<file path="src/rtl/adder_bist_pkg.sv">
// Shared types and constants for the adder self-test controller.
package adder_bist_pkg;

  localparam int unsigned ERR_W   = 16;
  localparam int unsigned IDX_W   = 16;
  localparam int unsigned NUM_DIR = 8;

  // x^32+x^22+x^2+x+1, right-shifting Galois form
  localparam logic [31:0] LFSR_POLY = 32'h8020_0003;

  typedef enum logic [2:0] {
    IDLE,
    DIRECTED,
    RANDOM,
    DRAIN,
    DONE
  } state_e;

  localparam logic [31:0] DIR_A [NUM_DIR] = '{
    32'h7FFF_FFFF, 32'h8000_0000, 32'hFFFF_FFFC, 32'h0000_000A,
    32'hFFFF_FFF6, 32'h0000_00A5, 32'hFFFF_FE0C, 32'hFFFF_FC19
  };
  localparam logic [31:0] DIR_B [NUM_DIR] = '{
    32'h0000_0001, 32'hFFFF_FFFF, 32'h0000_0005, 32'h0000_000A,
    32'hFFFF_FFEC, 32'h0000_03E8, 32'h0000_07D0, 32'h0000_03E7
  };

endpackage

</file>
<file path="src/rtl/adder_bist_lfsr.sv">
// Galois LFSR exposing two successive words per cycle; advance steps the state twice.
module adder_bist_lfsr
  import adder_bist_pkg::*;
#(
  parameter int unsigned      WIDTH = 32,
  parameter logic [WIDTH-1:0] SEED  = WIDTH'(32'hACE1_5EED)
) (
  input  logic             clk,
  input  logic             rst,
  input  logic             load,
  input  logic             advance,
  input  logic [WIDTH-1:0] seed,
  output logic [WIDTH-1:0] word_a_c,
  output logic [WIDTH-1:0] word_b_c
);

  logic [WIDTH-1:0] state_q, state_d;

  function automatic logic [WIDTH-1:0] step(input logic [WIDTH-1:0] s);
    step = (s >> 1) ^ (s[0] ? WIDTH'(LFSR_POLY) : '0);
  endfunction

  assign word_a_c = state_q;
  assign word_b_c = step(state_q);

  always_comb begin
    state_d = state_q;
    if (load)         state_d = seed;
    else if (advance) state_d = step(word_b_c);
  end

  always_ff @(posedge clk or posedge rst) begin
    if (rst) state_q <= SEED;
    else     state_q <= state_d;
  end

endmodule

</file>
<file path="src/rtl/adder_bist_ctrl.sv">
// Self-test driver/checker for a WIDTH-bit adder: directed corners, LFSR vectors, golden compare.
// Define ADDER_BIST_CAPTURE_EN to add fail_* ports holding the first mismatching vector.
module adder_bist_ctrl
  import adder_bist_pkg::*;
#(
  parameter int unsigned WIDTH      = 32,
  parameter int unsigned NUM_RANDOM = 256,
  parameter int unsigned LAT        = 0,
  parameter logic [31:0] SEED       = 32'hACE1_5EED
) (
  input  logic             clk,
  input  logic             rst,
  input  logic             start,
  output logic [WIDTH-1:0] dut_a,
  output logic [WIDTH-1:0] dut_b,
  output logic             dut_cin,
  input  logic [WIDTH-1:0] dut_sum,
  input  logic             dut_cout,
  input  logic             dut_overflow,
  output logic             busy,
  output logic             done,
  output logic             pass,
`ifdef ADDER_BIST_CAPTURE_EN
  output logic [WIDTH-1:0] fail_a,
  output logic [WIDTH-1:0] fail_b,
  output logic             fail_cin,
  output logic [WIDTH-1:0] fail_sum,
  output logic             fail_cout,
  output logic             fail_ovf,
  output logic [IDX_W-1:0] fail_idx,
`endif
  output logic [ERR_W-1:0] err_count
);

  localparam int unsigned LAST_IDX = NUM_DIR + NUM_RANDOM - 1;
  localparam int unsigned DRN_W    = $clog2(LAT + 2);
  localparam int unsigned W1       = WIDTH + 1;

  typedef struct packed {
    logic             vld;
`ifdef ADDER_BIST_CAPTURE_EN
    logic [IDX_W-1:0] idx;
    logic [WIDTH-1:0] a;
    logic [WIDTH-1:0] b;
    logic             cin;
`endif
    logic [WIDTH-1:0] sum;
    logic             cout;
    logic             ovf;
  } exp_t;

  state_e           state_q, state_d;
  logic [WIDTH-1:0] a_q, a_d, b_q, b_d;
  logic             cin_q, cin_d;
  logic [IDX_W-1:0] idx_q, idx_d;
  logic [DRN_W-1:0] drain_q, drain_d;
  exp_t             pipe_q [LAT+1];
  exp_t             pipe_d [LAT+1];
  logic             cmp_err_q, cmp_err_d;
  logic [ERR_W-1:0] err_q, err_d;
  logic             busy_q, busy_d, done_q, done_d, pass_q, pass_d;
  logic             issue_c, lfsr_load_c, lfsr_adv_c, start_ok_c, mismatch_c;
  logic [2:0]       dir_nxt_c;
  logic [WIDTH-1:0] lfsr_a_c, lfsr_b_c;
  exp_t             cmp_c;

  function automatic exp_t golden(input logic [WIDTH-1:0] a, input logic [WIDTH-1:0] b,
                                  input logic cin);
    logic [WIDTH:0] full;
    full        = {1'b0, a} + {1'b0, b} + W1'(cin);
    golden      = '0;
    golden.vld  = 1'b1;
    golden.sum  = full[WIDTH-1:0];
    golden.cout = full[WIDTH];
    golden.ovf  = (a[WIDTH-1] == b[WIDTH-1]) && (full[WIDTH-1] != a[WIDTH-1]);
  endfunction

  adder_bist_lfsr #(.WIDTH(WIDTH), .SEED(WIDTH'(SEED))) u_lfsr (
    .clk      (clk),
    .rst      (rst),
    .load     (lfsr_load_c),
    .advance  (lfsr_adv_c),
    .seed     (WIDTH'(SEED)),
    .word_a_c (lfsr_a_c),
    .word_b_c (lfsr_b_c)
  );

  assign start_ok_c = start && ((state_q == IDLE) || (state_q == DONE));
  assign dir_nxt_c  = idx_q[2:0] + 3'd1;
  assign cmp_c      = pipe_q[LAT];
  // Identity compare so X/Z from the adder under test counts as a mismatch.
  assign mismatch_c = cmp_c.vld &&
                      ({dut_cout, dut_overflow, dut_sum} !== {cmp_c.cout, cmp_c.ovf, cmp_c.sum});

  // Sequencing, vector issue, golden expectation and error accounting.
  always_comb begin
    state_d     = state_q;
    a_d         = a_q;
    b_d         = b_q;
    cin_d       = cin_q;
    idx_d       = idx_q;
    drain_d     = drain_q;
    busy_d      = busy_q;
    done_d      = done_q;
    pass_d      = pass_q;
    issue_c     = 1'b0;
    lfsr_load_c = 1'b0;
    lfsr_adv_c  = 1'b0;
    cmp_err_d   = mismatch_c;
    err_d       = err_q;
    if (cmp_err_q && (err_q != '1)) err_d = err_q + ERR_W'(1);

    case (state_q)
      IDLE, DONE: begin
        if (start) begin
          state_d     = DIRECTED;
          a_d         = WIDTH'(DIR_A[0]);
          b_d         = WIDTH'(DIR_B[0]);
          cin_d       = 1'b0;
          idx_d       = '0;
          issue_c     = 1'b1;
          lfsr_load_c = 1'b1;
          busy_d      = 1'b1;
          done_d      = 1'b0;
          pass_d      = 1'b0;
          err_d       = '0;
          cmp_err_d   = 1'b0;
        end
      end
      DIRECTED: begin
        idx_d   = idx_q + IDX_W'(1);
        issue_c = 1'b1;
        if (idx_q == IDX_W'(NUM_DIR - 1)) begin
          state_d    = RANDOM;
          a_d        = lfsr_a_c;
          b_d        = lfsr_b_c;
          cin_d      = lfsr_b_c[0];
          lfsr_adv_c = 1'b1;
        end else begin
          a_d   = WIDTH'(DIR_A[dir_nxt_c]);
          b_d   = WIDTH'(DIR_B[dir_nxt_c]);
          cin_d = 1'b0;
        end
      end
      RANDOM: begin
        if (idx_q == IDX_W'(LAST_IDX)) begin
          state_d = DRAIN;
          drain_d = '0;
        end else begin
          idx_d      = idx_q + IDX_W'(1);
          issue_c    = 1'b1;
          a_d        = lfsr_a_c;
          b_d        = lfsr_b_c;
          cin_d      = lfsr_b_c[0];
          lfsr_adv_c = 1'b1;
        end
      end
      DRAIN: begin
        if (drain_q == DRN_W'(LAT)) begin
          state_d = DONE;
          busy_d  = 1'b0;
          done_d  = 1'b1;
          pass_d  = (err_d == '0);
        end else begin
          drain_d = drain_q + DRN_W'(1);
        end
      end
      default: state_d = IDLE;
    endcase

    pipe_d[0] = issue_c ? golden(a_d, b_d, cin_d) : '0;
`ifdef ADDER_BIST_CAPTURE_EN
    if (issue_c) begin
      pipe_d[0].idx = idx_d;
      pipe_d[0].a   = a_d;
      pipe_d[0].b   = b_d;
      pipe_d[0].cin = cin_d;
    end
`endif
    for (int k = 1; k <= int'(LAT); k++) pipe_d[k] = pipe_q[k-1];
  end

  always_ff @(posedge clk or posedge rst) begin
    if (rst) begin
      state_q   <= IDLE;
      a_q       <= '0;
      b_q       <= '0;
      cin_q     <= 1'b0;
      idx_q     <= '0;
      drain_q   <= '0;
      cmp_err_q <= 1'b0;
      err_q     <= '0;
      busy_q    <= 1'b0;
      done_q    <= 1'b0;
      pass_q    <= 1'b0;
      for (int k = 0; k <= int'(LAT); k++) pipe_q[k] <= '0;
    end else begin
      state_q   <= state_d;
      a_q       <= a_d;
      b_q       <= b_d;
      cin_q     <= cin_d;
      idx_q     <= idx_d;
      drain_q   <= drain_d;
      cmp_err_q <= cmp_err_d;
      err_q     <= err_d;
      busy_q    <= busy_d;
      done_q    <= done_d;
      pass_q    <= pass_d;
      for (int k = 0; k <= int'(LAT); k++) pipe_q[k] <= pipe_d[k];
    end
  end

  assign dut_a     = a_q;
  assign dut_b     = b_q;
  assign dut_cin   = cin_q;
  assign busy      = busy_q;
  assign done      = done_q;
  assign pass      = pass_q;
  assign err_count = err_q;

`ifdef ADDER_BIST_CAPTURE_EN
  logic             cap_q, cap_d;
  logic [WIDTH-1:0] fa_q, fa_d, fb_q, fb_d, fsum_q, fsum_d;
  logic             fcin_q, fcin_d, fcout_q, fcout_d, fovf_q, fovf_d;
  logic [IDX_W-1:0] fidx_q, fidx_d;

  // First mismatch wins; a new run clears the record.
  always_comb begin
    cap_d   = cap_q;
    fa_d    = fa_q;
    fb_d    = fb_q;
    fcin_d  = fcin_q;
    fsum_d  = fsum_q;
    fcout_d = fcout_q;
    fovf_d  = fovf_q;
    fidx_d  = fidx_q;
    if (start_ok_c) begin
      cap_d   = 1'b0;
      fa_d    = '0;
      fb_d    = '0;
      fcin_d  = 1'b0;
      fsum_d  = '0;
      fcout_d = 1'b0;
      fovf_d  = 1'b0;
      fidx_d  = '0;
    end else if (mismatch_c && !cap_q) begin
      cap_d   = 1'b1;
      fa_d    = cmp_c.a;
      fb_d    = cmp_c.b;
      fcin_d  = cmp_c.cin;
      fsum_d  = dut_sum;
      fcout_d = dut_cout;
      fovf_d  = dut_overflow;
      fidx_d  = cmp_c.idx;
    end
  end

  always_ff @(posedge clk or posedge rst) begin
    if (rst) begin
      cap_q   <= 1'b0;
      fa_q    <= '0;
      fb_q    <= '0;
      fcin_q  <= 1'b0;
      fsum_q  <= '0;
      fcout_q <= 1'b0;
      fovf_q  <= 1'b0;
      fidx_q  <= '0;
    end else begin
      cap_q   <= cap_d;
      fa_q    <= fa_d;
      fb_q    <= fb_d;
      fcin_q  <= fcin_d;
      fsum_q  <= fsum_d;
      fcout_q <= fcout_d;
      fovf_q  <= fovf_d;
      fidx_q  <= fidx_d;
    end
  end

  assign fail_a    = fa_q;
  assign fail_b    = fb_q;
  assign fail_cin  = fcin_q;
  assign fail_sum  = fsum_q;
  assign fail_cout = fcout_q;
  assign fail_ovf  = fovf_q;
  assign fail_idx  = fidx_q;
`endif

endmodule

</file>
<file path="config.mk">
export PLATFORM = sky130hd
export DESIGN_NAME = adder_bist_ctrl
export DESIGN_NICKNAME = d
export VERILOG_FILES = /design/src/rtl/adder_bist_pkg.sv /design/src/rtl/adder_bist_lfsr.sv /design/src/rtl/adder_bist_ctrl.sv
export SDC_FILE = /design/constraint.sdc
export NUM_CORES = 1
export LEC_CHECK = 0
export ABC_AREA = 0
export BUFFER_PORTS_ARGS = -buffer_cell sky130_fd_sc_hd__buf_2
export CORE_MARGIN = 2
export CORE_UTILIZATION = 51
export CTS_CLUSTER_SIZE = 8
export DETAILED_ROUTE_END_ITERATION = 10
export PLACE_DENSITY = 0.71
export SETUP_SLACK_MARGIN = 0.3
export SLEW_MARGIN = 20
export SYNTH_ARGS = -nofsm -noshare
export SYNTH_HDL_FRONTEND = slang
export SYNTH_SLANG_ARGS = --single-unit
</file>
<file path="constraint.sdc">
create_clock -name clk -period 11.9 [get_ports clk]
set_input_delay 2.38 -clock clk [delete_from_list [all_inputs] [get_ports clk]]
set_output_delay 2.38 -clock clk [all_outputs]
set_load 0.1 [all_outputs]
</file>
Yosys cells after proc, flatten, opt, wreduce, memory -nomap -nowiden --
Memories as Yosys holds them, arrays and structs flattened. Index checks and enable logic that the tools add are counted.
Cells by class: bitwise logic cells 3, reductions and logical operators 14, add/subtract/negate cells 6, $lt $le $gt $ge 1, equal/unequal tests 15, muxes and demuxes 51
Operators with widths (number):
- 32-bit two-way mux | 14
- 32-bit one-hot mux with 3 select lines | 2
- 16-bit two-way mux | 5
- 31-bit by 32-bit XOR with 32-bit output | 2
- 16-bit one-hot mux with 3 select lines | 1
- 35-bit two-way mux | 1
- 34-bit case inequality test | 1
- 32-bit by 32-bit adder with 33-bit output | 1
- 33-bit by 1-bit adder with 33-bit output | 1
- 16-bit by 1-bit adder with 16-bit output, second input constant | 2
- 16-bit by 3-bit == test with 1-bit output, second input constant | 1
- 16-bit by 9-bit == test with 1-bit output, second input constant | 1
- 16-bit logical NOT | 1
- 1-bit two-way mux | 16
- 16-bit != test, second input constant | 1
- 3-bit two-way mux | 4
- 3-bit one-hot mux with 4 select lines | 1
- 2-bit != test, second input constant | 5
- 1-bit one-hot mux with 2 select lines | 5
- 3-bit by 2-bit == test with 1-bit output, second input constant | 2
- 1-bit one-hot mux with 3 select lines | 2
- 3-bit AND reduction | 2
- 2-bit nonzero test | 3
- 4-bit greater-or-equal comparator, second input constant | 1
- other kinds (13) | 15
Storage, ports and cells: ROM bits 512, output and inout port bits 84, logic and storage cells 108, memories kept 2, register bits after elaboration 172
Memories:
- (no name shown) | depth 8, bits a word 32, rd ports 1, clocked after memory_dff 0, wr ports 0, line adder_bist_ctrl.sv:141 | b_d = WIDTH'(DIR_B[dir_nxt_c]);
- (no name shown) | depth 8, bits a word 32, rd ports 1, clocked after memory_dff 0, wr ports 0, line adder_bist_ctrl.sv:140 | a_d = WIDTH'(DIR_A[dir_nxt_c]);

Longest topological paths before layout --
Gate-level depths: netlist of the first run.
depth in word-level cells 12, depth in mapped cells 23, depth with buffers taken out 20

Hierarchy --
Synthesis of the first run repeated with hierarchy kept, for this count alone.
Second synthesis, totals: cells, all modules 1070, area total of the unflattened synthesis 10037.1 µm²
Modules (own cells, without submodules):
- adder_bist_ctrl | area each 8212.9 µm², sequential area each 3478.3 µm², cells each 889, times used 1
- adder_bist_lfsr | area each 1824.2 µm², sequential area each 824.5 µm², cells each 181, times used 1

Least setup slack after synthesis of the first run --
OpenSTA, ideal clock, no wires.
path type input port to flip-flop, from in start, to reg cmp_c[30] (netlist name), path slack 6.178 ns, arrival 5.600 ns, setup time 0.121 ns, cell stages on the path 17, path buffers 0, cell sequence nand2_1 > nand2_1 > a221oi_1 > o21ai_1 > o31a_1 > o22ai_1 > fa_1 > inv_1 > fa_1 > a21oi_1 > o21ai_0 > a2111oi_0 > o21a_1 > o31ai_1 > a21boi_0 > xor2_1 > nor2_1
RTL lines:
- start: declaration | line adder_bist_ctrl.sv:13 | input logic start,

==> results of run 1 <==
sequential cells by signal, summed over array words and instances, names as in the netlist, 3 cells and up:
| signal | count |
|---|---|
| u_lfsr.word_a_c | 32 |
| state_q | 3 |
| idx_q | 16 |
| dut_a | 32 |
| dut_b | 32 |
| cmp_c | 35 |
| err_count | 16 |
logic make-up (layout without fill, tap and decap cells):
| logic type | count (synthesis) | after routing | share of synthesized area [%] |
|---|---|---|---|
| and+or+nand+nor | 449 | 449 | 20.4 |
| muxes | 3 | 3 | 0.296 |
| xor gates and xnor gates | 89 | 89 | 7.69 |
| adders and majority gates | 41 | 41 | 5.21 |
| AOI/OAI and AO/OA | 330 | 330 | 19.8 |
| DFF | 171 | 171 | 42.4 |
| buffers and inverters | 99 | 199 | 4.13 |
stage by stage:
stage                     setup WS [ps]  hold WS, ps  cell area (sq um)
after detailed placement           4500          479              10900
after CTS                          4880          493              11600
after global routing               4300          514              11600
after global placement             4710          477              10900
after floorplan                    4920          451              10100
final                              4750          493              11600
worst paths after layout:
check | startpoint | to | slack [ps] | cells after the start
min in group asynchronous | rst | dut_b[7] | 2150 | 2
min reg2reg | u_lfsr.word_a_c[9] | u_lfsr.word_a_c[7] | 490 | 2
max | start | cmp_c[28] | 4750 | 19
min | u_lfsr.word_a_c[9] | u_lfsr.word_a_c[7] | 490 | 2
max reg2reg | state_q[0] | cmp_c[28] | 5530 | 18
max in group asynchronous | rst | dut_b[3] | 8310 | 3
cell usage after synthesis, types with 12 or more instances:
cell type	number
ha_1	39
nand2_1	157
clkbuf_1	40
inv_1	33
a21o_1	13
nand3_1	40
o22ai_1	13
a31oi_1	28
xnor2_1	50
nor2_1	151
dfrtp_1	152
nand4_1	17
dfstp_2	19
buf_2	17
o21ai_0	88
a211oi_1	12
nor3_1	21
xor2_1	39
a21oi_1	104
routing by layer:
| metal | share of wire (%) | routed length (um) | vias to the layer above |
|---|---|---|---|
| met5 | 0.044 | 13 | - |
| met4 | 2.1 | 618 | 2 |
| met3 | 8.4 | 2520 | 47 |
| met2 | 43 | 13000 | 434 |
| met1 | 46 | 13700 | 4383 |
| li1 | - | - | 4317 |
worst register-to-register path, cell delays in order (launching register included):
cell	delay, ps
dfrtp_1	500
nor2_1	370
or2_2	630
nand2_1	810
a221oi_1	530
o21ai_1	200
o31a_1	300
o22ai_1	180
fa_1	250
inv_1	70
fa_1	440
a21oi_1	190
o21ai_0	220
a2111oi_0	680
o2111ai_1	210
a21oi_1	290
o21ai_0	170
xnor2_1	160
nor2_1	60
area by class of cell:
class / instances / share of cell area, %
Sequential cell: 171 / 37.2
Timing Repair Buffer: 134 / 6.10
Inverter: 33 / 1.11
Tap cell: 265 / 2.87
Multi-Input combinational cell: 912 / 47.0
Clock buffer: 17 / 3.68
Clock inverter: 15 / 2.00
==> flow_results.org, run 1 <==
** Critical path
- On the critical path, the stage with the largest delay is an instance of a2111oi_0.
- CP max FO :: 28
- Top Family by Delay on Critical Path :: compound AO/OA/AOI/OAI gates
- Worst EP arrival :: 7440 ps
- The critical path contains buffers and inverters numbering 3 combined.
- On the worst path, the slowest cell contributes a delay of between 600 and 700 ps.
- Start-to-end type of the worst setup path :: in -> reg
- STA classifies the critical path startpoint as an input port.
- The critical path goes through buf_2 > nand2_1 > buf_4 > nand2_1 > a221oi_1 > o21ai_1 > o31a_1 > o22ai_1 > fa_1 > inv_1 > fa_1 > a21oi_1 > o21ai_0 > a2111oi_0 > o2111ai_1 > a21oi_1 > o21ai_0 > xnor2_1 > nor2_1.
- Worst EP required :: about 12000 ps
- The worst setup path is captured at a flip-flop.

** Route
- Detailed-route vias per instance :: slightly below 6
- Residual DRC count :: 0
- Once detail routing completed, the nets flagged for antenna violations numbered 0.
- Detailed-router iteration count before antenna repair :: 7
- In this run, the number of DRC markers left after iteration 0 of detailed routing was 971.
- Dividing the detail-routed wire length by the instance count gives around 19 um.
- After detailed routing, the total wire length is between 20000 and 30000 um.
- The routed layout has around 9.2k vias.

** Global routing
- Pin count of the biggest net entering global routing :: approximately 100
- Global routing consumed, on the met3 layer, between 5 and 6% of the routing resources.
- After global routing the overflow that remains totals 0.
- Global routing consumed, on the met1 layer, between 40% and 50% of the routing resources.
- Antenna violations before repair :: 1
- Met2 demand-to-capacity share in global routing :: between 40 and 50%
- Via count of the first global-routing pass :: 8609
- The first global-routing pass estimated 47200 um of wire.
- In this run the most used layer during global routing was met1.
- All-Layer GR Usage :: ~28%

** Logic synthesis
- Netlist area before placement :: just over 0.01 sq mm
- Synthesis warning total :: 0
- Predominant post-synthesis flop cell :: dfrtp_1
- The synthesized design contains 0 enable-type register cells.
- Area leader, netlist :: dfrtp_1
- Dividing the synthesized area by the synthesized cell count gives between 8 and 9 sq um.
- For this run, asynchronously set or reset flops after synthesis account for 100%.
- Sequential elements use a little over two fifths of the synthesized area.
- Synthesized instance count :: 1182
- Counting distinct cell types in the post-synthesis netlist gives 70.
- Sorting the synthesized cells by area gives the leading types as dfrtp_1, nand2_1, nor2_1.
- Seq cells post-synth :: about 170
- Synthesized net count :: ~1.3k
- Share of the synthesized area in the top cell type :: 37.5%

** Clock network
- Number of H-tree branching levels :: 4
- After clock tree synthesis, the clock-pin slew on the worst setup and hold paths is ~70 ps.
- CTS Sinks :: 171
- Worst-case clock buffer depth :: 2
- CTS tree :: built
- The tree is rooted in a clkbuf_16.
- CTS resizes :: 0
- After clock tree synthesis, the flow added hold-fix buffers numbering 0.
- In this run the post-CTS setup repair buffer count came out at 0.
- Clk_lat worst skew :: between 400 and 500 ps
- TritonCTS created 17 clock buffers.

** Finish
- The area growth from synthesis to layout is 14.1%.
- Share of final-layout standard cells stronger than drive strength 1 :: roughly 16%
- The layout has 1760 filler cells.
- In the layout the commonest cells are nand2_1, dfrtp_1, nor2_1.
- Combined flip-flop and latch cell area :: ~0.0043 sq mm
- In the final layout, the multi-input gates occupy 0.00544 sq mm.
- Cells fill between 50% and 60% of the core in the end.
- Non-filler instance count after layout :: about 1.5k
- Final net count :: 1347
- Diode count :: 0
- Commonest non-fill, non-tap cell in the layout :: nand2_1

** Timing
- Setup violations remaining at the end of the flow were counted as 0.
- Setup repair after global routing missed its margin :: false
- Headroom to the max-slew limit :: just under 30%
- Sum Neg Setup Slack :: 0 ps
- Transition at the pin with the smallest max-transition slack :: about 1100 ps
- The total count of max-transition violations in the final report was 0.
- Timing would allow up to 0.140 GHz.
- Clock period minus final worst setup slack :: 7150 ps
- Clock skew on the completed layout was measured at about 14 ps.
- The final critical path takes up about 60% of the cycle.
- Hold Vio Cnt, Final :: 0

** Placement
- Port Buffer Count :: 120
- HPWL after detailed placement :: 21100 um
- The congestion estimate from routability-driven global placement came to roughly 0.9.
- In this run, placement finished with an instance count of between 1.5k and 2k.

** Outcome
- Outcome :: finished, final reports clean

** Flow run
- The tool flagged a number of max-cap violations equal to 0.

** Floorplan
- The core region is approximately 0.019 sq mm.
- Horizontal die dimension :: between 100 and 150 um
- The initial utilization of the core area, before any placement, comes to a little over half.
- From bottom edge to top edge, the die measures about 140 um.
- Floorplan die area :: 0.0210 sq mm
- Site row count :: about 50
- For this design the top-level I/O count stands at ~120.

** Worst hold path
- The tightest min-delay check is of the reg -> reg type.
Power of run 1 is left out: the tool's default activity adds up to more than one toggle a clock period on the data nets, which glitch-free logic cannot reach.
==> run 2, diff against run 1 <==
--- a/config.mk
+++ b/config.mk
@@ -11,7 +11,7 @@
 export CORE_UTILIZATION = 51
 export CTS_CLUSTER_SIZE = 8
 export DETAILED_ROUTE_END_ITERATION = 10
-export PLACE_DENSITY = 0.71
+export PLACE_DENSITY = 0.74
 export SETUP_SLACK_MARGIN = 0.3
 export SLEW_MARGIN = 20
 export SYNTH_ARGS = -nofsm -noshare
==> constraint.sdc (replaced) <==
create_clock -name clk -period 5.8 [get_ports clk]
set_input_delay 1.16 -clock clk [delete_from_list [all_inputs] [get_ports clk]]
set_output_delay 1.16 -clock clk [all_outputs]
set_load 0.1 [all_outputs]
==> flow_results.org, run 2 (synthesis gave the netlist of run 1 again) <==
** Global routing
- The largest net degree at the start of global routing came to 172 (+65%).
- The global-route wire length before repair came to 46900 um (-0.67%).
- The total global routing overflow came to 0 (unchanged).
- Via count of the first global-routing pass :: 8417 (-2.2%)
- All-Layer GR Usage :: 27.9% (-0.29 points)
- The number of antenna violations at the first check in global routing came to 1 (unchanged).

** Clock network
- The H-tree level count came to 4 (unchanged).
- CTS Sinks :: 171 (unchanged)
- Cts bufs inserted :: 17 (unchanged)
- Clock transition at the registers of the reported paths :: 70 ps (about the same)
- CTS Root Cell :: clkbuf_16
- Worst-case clock buffer depth :: 2 (unchanged)
- CTS tree :: built
- The worst-skew pair later-pin latency was 440 ps (about the same).
- Post-CTS Hold Buffers :: 0 (unchanged)

** Finish
- Most used cells in the layout excluding fill and tap cells :: nand2_1, dfrtp_1, nor2_1
- Non-filler instance count after layout :: 1556 (+0.58%)
- Area growth from synthesis to final layout :: 14.1% (about the same)
- The count of nets after finishing came to 1356 (+0.67%).
- Diode count :: 0 (unchanged)
- The library cell used most frequently in the layout, excluding fill and tap cells, is nand2_1.
- The ratio of cells with drive above 1 in the final layout came to 16.8% (+0.35 points).
- Flip-flop count of the largest register, all copies and words added :: 35 (unchanged)

** Critical path
- Worst EP required :: 6130 ps (-6060 ps)
- The biggest fanout along the worst timing path was 21 (-25%).
- Ordered cell list for the critical path :: ha_1 > and2_1 > nand4_4 > nor2_4 > buf_4 > o31ai_2 > nor2_1 > nor2_1 > buf_4 > o21ai_0 > ha_1 > a21oi_1 > o21ai_0 > a21o_1 > a211o_1 > a21oi_1 > a211oi_1 > o21a_1 > nor3_1
- Worst EP arrival :: 5490 ps (-1950 ps)
- Slowest stage cell on the critical path :: o31ai_2
- The worst setup path is launched from a flip-flop.
- STA classifies the critical path endpoint as a flip-flop.
- Highest cell delay on the worst timing path :: 510 ps (-170 ps)
- Start-to-end type of the worst setup path :: reg -> reg

** Floorplan
- The count of boundary I/O pins came to 121 (unchanged).
- The die outline width came to 145 um (unchanged).
- Effective utilization at floorplan :: 52.1% (unchanged)
- The floorplan die height came to 145 um (unchanged).
- Floorplan die area :: 0.0210 sq mm (unchanged)
- The core footprint was 0.0195 sq mm (unchanged).
- Site row count :: 51 (unchanged)

** Worst hold path
- Worst hold path type :: reg -> reg

** Outcome
- Outcome :: finished, final reports clean

** Placement
- The placer's final routability congestion estimate was 0.890 (-0.92%).
- HPWL after detailed placement :: 20900 um (-0.78%)
- The number of buffers added on ports is 120 (unchanged).
- DP Cell Count :: 1524 (+0.59%)

** Timing
- Clock period minus final worst setup slack :: around 5200 ps
- The total count of max-transition violations in the final report came to 0 (unchanged).
- The final-layout setup total negative slack was 0 ps (unchanged).
- Transition at the pin with the smallest max-transition slack :: 1020 ps (-38.7 ps)
- The count of endpoints failing hold in the final timing report was 0 (unchanged).
- The number of setup violations in the final report is 0 (unchanged).
- Setup repair after global routing left no endpoint under its margin.
- Timing would allow up to 0.194 GHz.
- Final clock period utilization by the worst path :: approximately nine tenths
- The setup clock skew after layout is 10.7 ps (-2.89 ps).
- Headroom to the max-slew limit :: 31.3% (+1.9 points)

** Route
- Post-detailed-routing wire length :: 29500 um (-1.1%)
- The number of nets with antenna violations after detailed routing is 0 (unchanged).
- The number of design rule violations left after detail routing came to 0 (unchanged).
- Detailed-route vias per instance :: 5.95 (+0.20%)
- The detailed-router iteration count before antenna repair was 5 (-2).
- Detailed-route via count :: 9255 (+0.78%)
- The average detailed-routed wire length per instance is 19.0 um (-1.6%).
- DRT iter0 DRCs :: 1044 (+7.5%)

** Flow run
- The max capacitance violation total is 0 (unchanged).
==> run 2: changes by cell type in the layout (fill, tap and decap cells not counted), sizes merged <==
cell,change
bufinv,-3
clkinv,+2
clkinvlp,+1
buf,+9
inv,-6
clkbuf,+6
==> run 2: layout make-up <==
class / instances / area, sq um
fillers: 1716 / 7890
inverters: 33 / 128
clock buffers: 23 / 468
well taps: 265 / 332
repair buffers: 143 / 786
multi-input cells: 912 / 5440
clock inverters: 9 / 113
flip-flops and latches: 171 / 4300
==> run 2: what timing repair did <==
action                                  4_1_cts  5_1_grt
buffers inserted                              0        0
endpoints found under the setup margin        0       11
resized for setup                             0        3
==> run 2: final timing paths <==
| kind | from | to | slack, ps | depth (start not counted) |
|---|---|---|---|---|
| worst max-delay path | idx_q[0] | cmp_c[31] | 640 | 19 |
| min in group asynchronous | rst | err_count[4] | 940 | 3 |
| worst max register to register | idx_q[0] | cmp_c[31] | 640 | 19 |
| worst min register to register | cmp_c[34] | cmp_err_q | 470 | 1 |
| worst min-delay path | cmp_c[34] | cmp_err_q | 470 | 1 |
| max in group asynchronous | rst | dut_b[27] | 4100 | 3 |
==> run 2: per-layer routing <==
metal | track usage (%) | wire length [um]
met1 | 42.5 | 13600
met2 | 40.2 | 12900
met3 | 5.53 | 2470
met4 | 8.27 | 517
met5 | 0 | 0
==> run 2: worst max-delay path: cells and delay by family (launching register included) <==
| family | cells | cell delay, ps |
|---|---|---|
| DFF | 1 | 500 |
| AOI/OAI and AO/OA | 9 | 2360 |
| buffers and inverters | 2 | 460 |
| and+or+nand+nor | 6 | 980 |
| adders and majority gates | 2 | 750 |
==> run 2: per-stage QoR <==
step	hold WS, ps	setup slack (ps)	utilization [%]	instance area (sq um)
CTS	475	508	59.4	11600
detailed placement	459	548	56.5	11000
finish	474	640	59.5	11600
floorplan	451	1250	-	10100
global route	535	318	59.5	11600
global placement	455	629	56.5	11000
Power of run 2 is left out for the same reason.
